File: config.mk
export PLATFORM = sky130hd
export DESIGN_NAME = cpu_design_project
export DESIGN_NICKNAME = d
export VERILOG_FILES = /design/src/rtl/cpu_pkg.sv /design/src/rtl/reg32.sv /design/src/rtl/cpu_design_project.sv
export SDC_FILE = /design/constraint.sdc
export NUM_CORES = 1
export LEC_CHECK = 0
export BUFFER_PORTS_ARGS = -buffer_cell sky130_fd_sc_hd__buf_4
export CORE_ASPECT_RATIO = 1.2
export CORE_MARGIN = 5
export CORE_UTILIZATION = 57
export DETAILED_ROUTE_END_ITERATION = 16
export GPL_TIMING_DRIVEN = 0
export PLACE_DENSITY_LB_ADDON = 0.05
export SYNTH_ARGS = -nofsm -noshare
export SYNTH_HDL_FRONTEND = slang
export SYNTH_SLANG_ARGS = --single-unit
File: constraint.sdc
create_clock -name Clock -period 4.19 [get_ports Clock]
set_clock_uncertainty 0.1 [all_clocks]
set_input_delay 0.419 -clock Clock [delete_from_list [all_inputs] [get_ports Clock]]
set_output_delay 0.419 -clock Clock [all_outputs]
set_load 0.01 [all_outputs]
File: src/rtl/cpu_pkg.sv
// ----------------------------------------------------------------------------
// cpu_pkg
//   Constants shared by the CPU datapath slice: the datapath width and the
//   ALU operation codes carried on the 5-bit AND select of cpu_design_project.
// ----------------------------------------------------------------------------
package cpu_pkg;

    localparam int WIDTH = 32;

    localparam logic [4:0] ALU_ADD = 5'd0;  // A + B
    localparam logic [4:0] ALU_AND = 5'd1;  // A & B
    localparam logic [4:0] ALU_OR  = 5'd2;  // A | B
    localparam logic [4:0] ALU_SUB = 5'd3;  // A - B
    localparam logic [4:0] ALU_XOR = 5'd4;  // A ^ B
    localparam logic [4:0] ALU_NOT = 5'd5;  // ~B
    localparam logic [4:0] ALU_NEG = 5'd6;  // -B

endpackage

File: src/rtl/reg32.sv
// ----------------------------------------------------------------------------
// reg32
//   WIDTH-bit register with load enable; holds when en is low.
// Ports
//   Clock   in   1      rising-edge clock
//   Resetn  in   1      asynchronous active-low clear
//   en      in   1      load enable, sampled at the rising edge
//   d       in   WIDTH  next value
//   q       out  WIDTH  registered value
// ----------------------------------------------------------------------------
module reg32
    import cpu_pkg::*;
(
    input  logic             Clock,
    input  logic             Resetn,
    input  logic             en,
    input  logic [WIDTH-1:0] d,
    output logic [WIDTH-1:0] q
);

    // NOTE: sequential state uses non-blocking assignment so every register
    // in the datapath samples the pre-edge bus value, independent of the
    // order in which the simulator evaluates the instances.
    always_ff @(posedge Clock or negedge Resetn) begin
        if (!Resetn) begin
            q <= '0;
        end else if (en) begin
            q <= d;
        end
    end

endmodule

File: src/rtl/cpu_design_project.sv
// ----------------------------------------------------------------------------
// cpu_design_project
//   Single-bus 32-bit CPU datapath slice. One shared bus is driven by the
//   selected source register; PC, IR, MAR, MDR, Y, ZLow and R1-R3 load from
//   it (MDR optionally from memory data, ZLow from the ALU). The ALU takes
//   A from Y and B from the bus. All strobes come from outside; there is no
//   internal sequencing.
// Ports
//   Clock, Resetn                          clock / async active-low reset
//   PCout, Zlowout, MDRout, R1out..R3out   bus source selects (priority in
//                                          that order)
//   MARin, ZLowIn, PCin, MDRin, IRin, Yin  register load enables
//   R1in, R2in, R3in                       GPR load enables
//   IncPC                                  ALU result forced to bus + 1 and
//                                          ZLow load forced
//   Read                                   MDR source: 1 = Mdatain, 0 = bus
//   AND[4:0]                               ALU operation (cpu_pkg ALU_*)
//   Mdatain[31:0]                          memory read data
//   BusMuxOut_output[31:0]                 current bus value
// ----------------------------------------------------------------------------
module cpu_design_project
    import cpu_pkg::*;
(
    input  logic             Clock,
    input  logic             Resetn,
    input  logic             PCout,
    input  logic             Zlowout,
    input  logic             MDRout,
    input  logic             R1out,
    input  logic             R2out,
    input  logic             R3out,
    input  logic             MARin,
    input  logic             ZLowIn,
    input  logic             PCin,
    input  logic             MDRin,
    input  logic             IRin,
    input  logic             Yin,
    input  logic             R1in,
    input  logic             R2in,
    input  logic             R3in,
    input  logic             IncPC,
    input  logic             Read,
    input  logic [4:0]       AND,
    input  logic [WIDTH-1:0] Mdatain,
    output logic [WIDTH-1:0] BusMuxOut_output
);

    logic [WIDTH-1:0] bus;
    logic [WIDTH-1:0] pc, ir, mar, mdr, y, zlow, r1, r2, r3;
    logic [WIDTH-1:0] mdr_d;
    logic [WIDTH-1:0] alu_result;

    // ---------------------------------------------------------------------
    // Bus multiplexer: fixed priority, zero when nothing drives.
    // ---------------------------------------------------------------------
    // NOTE: every always_comb output gets a default first so no path leaves
    // it unassigned, which is what would otherwise infer a latch.
    always_comb begin
        bus = '0;
        if (PCout)        bus = pc;
        else if (Zlowout) bus = zlow;
        else if (MDRout)  bus = mdr;
        else if (R1out)   bus = r1;
        else if (R2out)   bus = r2;
        else if (R3out)   bus = r3;
    end

    assign BusMuxOut_output = bus;

    // MDR takes memory data during a read, otherwise the bus.
    assign mdr_d = Read ? Mdatain : bus;

    // ---------------------------------------------------------------------
    // ALU: A = Y, B = bus. IncPC overrides the operation select.
    // ---------------------------------------------------------------------
    always_comb begin
        alu_result = '0;
        if (IncPC) begin
            alu_result = bus + WIDTH'(1);
        end else begin
            case (AND)
                ALU_ADD: alu_result = y + bus;
                ALU_AND: alu_result = y & bus;
                ALU_OR:  alu_result = y | bus;
                ALU_SUB: alu_result = y - bus;
                ALU_XOR: alu_result = y ^ bus;
                ALU_NOT: alu_result = ~bus;
                ALU_NEG: alu_result = -bus;
                default: alu_result = '0;
            endcase
        end
    end

    // ---------------------------------------------------------------------
    // Registers. A register that both drives and loads the bus in one cycle
    // simply captures a value derived from its old contents.
    // ---------------------------------------------------------------------
    reg32 u_pc   (.Clock(Clock), .Resetn(Resetn), .en(PCin),           .d(bus),        .q(pc));
    reg32 u_ir   (.Clock(Clock), .Resetn(Resetn), .en(IRin),           .d(bus),        .q(ir));
    reg32 u_mar  (.Clock(Clock), .Resetn(Resetn), .en(MARin),          .d(bus),        .q(mar));
    reg32 u_mdr  (.Clock(Clock), .Resetn(Resetn), .en(MDRin),          .d(mdr_d),      .q(mdr));
    reg32 u_y    (.Clock(Clock), .Resetn(Resetn), .en(Yin),            .d(bus),        .q(y));
    reg32 u_zlow (.Clock(Clock), .Resetn(Resetn), .en(ZLowIn | IncPC), .d(alu_result), .q(zlow));
    reg32 u_r1   (.Clock(Clock), .Resetn(Resetn), .en(R1in),           .d(bus),        .q(r1));
    reg32 u_r2   (.Clock(Clock), .Resetn(Resetn), .en(R2in),           .d(bus),        .q(r2));
    reg32 u_r3   (.Clock(Clock), .Resetn(Resetn), .en(R3in),           .d(bus),        .q(r3));

    // MAR and IR feed the memory interface and decoder of the later control
    // phase; in this slice nothing consumes them yet.
    logic unused_ok;
    assign unused_ok = ^{mar, ir};

endmodule

==> metrics.md <==
| Metric | Value |
|---|---|
| Outcome | finished clean |
| Fmax | 0.240 GHz |
| Area of the die | 0.0314 sq mm |
| Finished Layout Cells | 2373 |
| Area of the multi-input gates | 0.00980 sq mm |
| P_leak | 0.00824 uW |
| Crit path max fanout | 5 |
| Count leader, synth | dfrtp_1 |
| Worst Path Buf+Inv | 2 |
| Critical-path cell list | nor2b_1, o31a_1, a31oi_4, buf_8, inv_1, ha_1, o211a_1, o31ai_4, a32oi_2, a211o_1, a311oi_2, o21ai_1, xor2_1, a221oi_2, o311ai_2, a22o_1 |
| Dpl cells | 2286 |
| Final setup margin | 0.0177 ns |
| Drt wl/cell | 24.8 um |
| Critical register-to-register path startpoint | u_zlow.q[2] |
| Design Power | 9320 uW |
| Relative slew slack | 33.9% |
| Syn Nets | 1985 |
| MaxCap Viol Count | 0 |
| Worst Setup End Kind | register |
| Wirelength, routed | 58800 um |
| Startpoint type of the worst setup path | register |
| H-tree depth | 1 |
| Pre-CTS setup slack | -1.83 ns |
| Sw Ratio | 38.6% |
| EDFF count, synth | 0 |
| PortBufs | 75 |
| Hold path start | Mdatain[24] |
| Initial antenna violation count | 1 |
| Synth Warn # | 0 |
| Clock Latency Late Sink | 0.56 ns |
| Vias in the first global route | 15144 |
| Top-area cell type share of the netlist area | 35.2% |
| Dpl hpwl | 43100 um |
| Cell count after synthesis | 1830 |
| Residual DRC count | 0 |
| Grt total ovfl | 0 |
| Ys async rst share | 100% |
| Hold path cells | 3 |
| Switching pwr | 3600 uW |
| Post-layout util | 68.6% |
| Post-synthesis cell type count | 78 |
| Internal Power | 5720 uW |
| Worst vdd ir | 0.436 mV |
| # diodes | 0 |
| Reg2reg end | u_zlow.q[19] |
| Clock power share | 26.3% |
| Arr. time, crit path | 4.51 ns |
| Synth top area cells | dfrtp_1 35%, ha_1 7.6%, a21oi_1 6.8% |
| Via-to-Cell Ratio | 6.58 |
| Synth area leader | dfrtp_1 |
| Clock-pin slew on the worst setup and hold paths | 0.06 ns |
| Most common library cells after synthesis | 224 x dfrtp_1, 215 x a21oi_1, 132 x nand2_1 |
| Cell family with most CP delay | compound AO/OA/AOI/OAI gates |
| Final-report max-slew violation count | 0 |
| CTS Sinks | 224 |
| FP Rows | 67 |
| Clk buf depth | 3 |
| FF+latch area | 0.00561 sq mm |
| Starting DRC count in detailed routing | 1704 |
| CTS tree | yes |
| Min-Delay Path Class | in -> reg |
| Least-Margin Pin Slew | 0.991 ns |
| Part of the power in registers | 30.0% |
| GRT Util Overall | 36.3% |
| Nets@finish | 2131 |
| Starting Density | 57.4% |
| Drt pass-1 iters | 6 |
| Tcrit/Tclk final | 99.6% |
| Routed vias | 15614 |
| Worst r2r path cells | 16 |
| Worst endpoint required time | 4.53 ns |
| Final setup viols | 0 |
| Post-synthesis cell area | 0.0159 sq mm |
| Critical path class | reg -> reg |
| Syn_area_per_cell | 8.70 sq um |
| Die width | 163 um |
| Area growth from synthesis to layout | 19.7% |
| CP max stage cell | dfrtp_1 |
| Num CTS Buffers | 26 |
| Min-Delay Endpoint | u_mdr.q[24] |
| Pwr per Cell Area | 489 mW/mm^2 |
| Layout filler cell count | 2220 |
| Root Driver | clkbuf_16 |
| Gpl congestion | 1.05 |
| I/O pins | 88 |
| Largest net degree at the start of global routing | 112 |
| RSZ-0062 raised after global routing | true |
| Final hold violation count | 0 |
| Primary FF master, synth | dfrtp_1 |
| Post-route antenna net violation count | 0 |
| CP peak stage delay | 0.43 ns |
| Synth Register Bits | 224 |
| Combinational power share | 43.7% |
| Core Region | 0.0277 sq mm |
| Period minus WS final | 4.17 ns |
| Chip Height | 193 um |
| Sequential share of the synthesized area | 35.2% |
| R2r setup slk | 0.02 ns |
| First-pass GRT wire length | 88700 um |
| Share of cells above drive strength 1 | 20.5% |
power by group through the flow:
| stage | Sequential, uW | Combinational [uW] | Clock (uW) |
|---|---|---|---|
| global placement | 2800 | 3420 | 0 |
| global route | 2840 | 4370 | 2560 |
| CTS | 2780 | 3670 | 2460 |
| finish | 2800 | 4070 | 2450 |
| floorplan | 2750 | 2500 | 0 |
| detailed placement | 2820 | 3460 | 0 |
area by class of cell:
cell class,instances,area share (%)
well taps,379,2.49
clock buffers,34,3.84
plain buffers,142,4.09
multi-input cells,1338,51.5
flip-flops and latches,224,29.4
clock inverters,12,0.992
repair buffers,131,5.43
inverters,113,2.27
worst min-delay path, delay by kind of cell:
family	cells	cell delay, ns
AO/OA/AOI/OAI	1	0.15
buffers and inverters	1	0.08
multiplexers	1	0.05
layout by cell type (no fill, tap or decap), types with 10 or more instances in the layout:
| master | Yosys | routed |
|---|---|---|
| a221o_1 | 22 | 22 |
| o221ai_1 | 22 | 22 |
| a22oi_1 | 27 | 22 |
| o211ai_1 | 13 | 13 |
| nand3_1 | 19 | 18 |
| o22ai_1 | 19 | 19 |
| nor2b_1 | 23 | 22 |
| xnor2_1 | 54 | 54 |
| ha_1 | 97 | 87 |
| mux2i_1 | 26 | 26 |
| a211o_1 | 11 | 11 |
| inv_1 | 113 | 110 |
| mux2_2 | 78 | 78 |
| nand4_1 | 11 | 11 |
| xor2_1 | 23 | 23 |
| nand3b_1 | 17 | 17 |
| buf_4 | 3 | 139 |
| a21oi_1 | 215 | 203 |
| o21ai_0 | 111 | 104 |
| a21oi_2 | 0 | 11 |
| buf_2 | 25 | 14 |
| clkbuf_16 | 0 | 26 |
| dfrtp_1 | 224 | 224 |
| and3_1 | 10 | 10 |
| nor2_1 | 127 | 125 |
| clkbuf_1 | 117 | 80 |
| clkbuf_8 | 0 | 11 |
| nand2_1 | 132 | 132 |
| a31oi_1 | 58 | 46 |
| a221oi_1 | 47 | 38 |
| nor3_1 | 19 | 18 |
| a21o_1 | 27 | 27 |
sequential cells by signal (all words and copies together), names as in the netlist:
register and cells:
u_r1.q 32, u_zlow.q 32, u_y.q 32, u_r2.q 32, u_pc.q 32, u_r3.q 32
u_mdr.q 32
cell families after synthesis:
kind of cell               count (synthesis)  share of synthesized area (%)
AOI/OAI and AO/OA                        648                           26.4
and+or+nand+nor                          410                           12.4
muxes                                    104                           7.15
buffers and inverters                    268                           6.68
DFF                                      224                           35.2
adders and majority gates                 99                           7.88
xor gates and xnor gates                  77                           4.24
layer usage:
layer  vias up  global-route usage [%]  wire (um)
met5         -                       0          7
met4         2                    16.1       3080
met3       220                    5.19       5120
met2       883                    59.3      27000
met1      7564                    48.6      23500
li1       6945                       -          -
worst max-delay path by stage:
stage | from | end | slack (ns) | cells after the start
2_1_floorplan | R3out | u_zlow.q[24] | -0.01 | 18
3_3_place_gp | PCout | u_zlow.q[24] | -1.83 | 16
3_5_place_dp | PCout | u_zlow.q[24] | -1.83 | 16
4_1_cts | Zlowout | u_zlow.q[30] | 0.002 | 18
5_1_grt | R1out | u_zlow.q[31] | -0.07 | 23
6_report | u_zlow.q[2] | u_zlow.q[19] | 0.02 | 16
per-stage QoR:
step                      cell area, sq um  hold WS (ns)  TNS, ns
after floorplan                      16000        0.0234  -0.0150
after global placement               17000         0.389   -27.95
after detailed placement             17100         0.148   -27.91
after CTS                            18400        0.0830        0
after global routing                 19000         0.103   -0.152
final                                19000        0.0929        0
timing repair:
action	CTS	global route
hold buffers	1	0
endpoints found under the setup margin	21	16
pin swaps	12	34
cloned	0	0
gates resized for setup	82	83
setup buffers	16	37
endpoints found under the hold margin	105	0
Power figures use the tool's default switching activity.
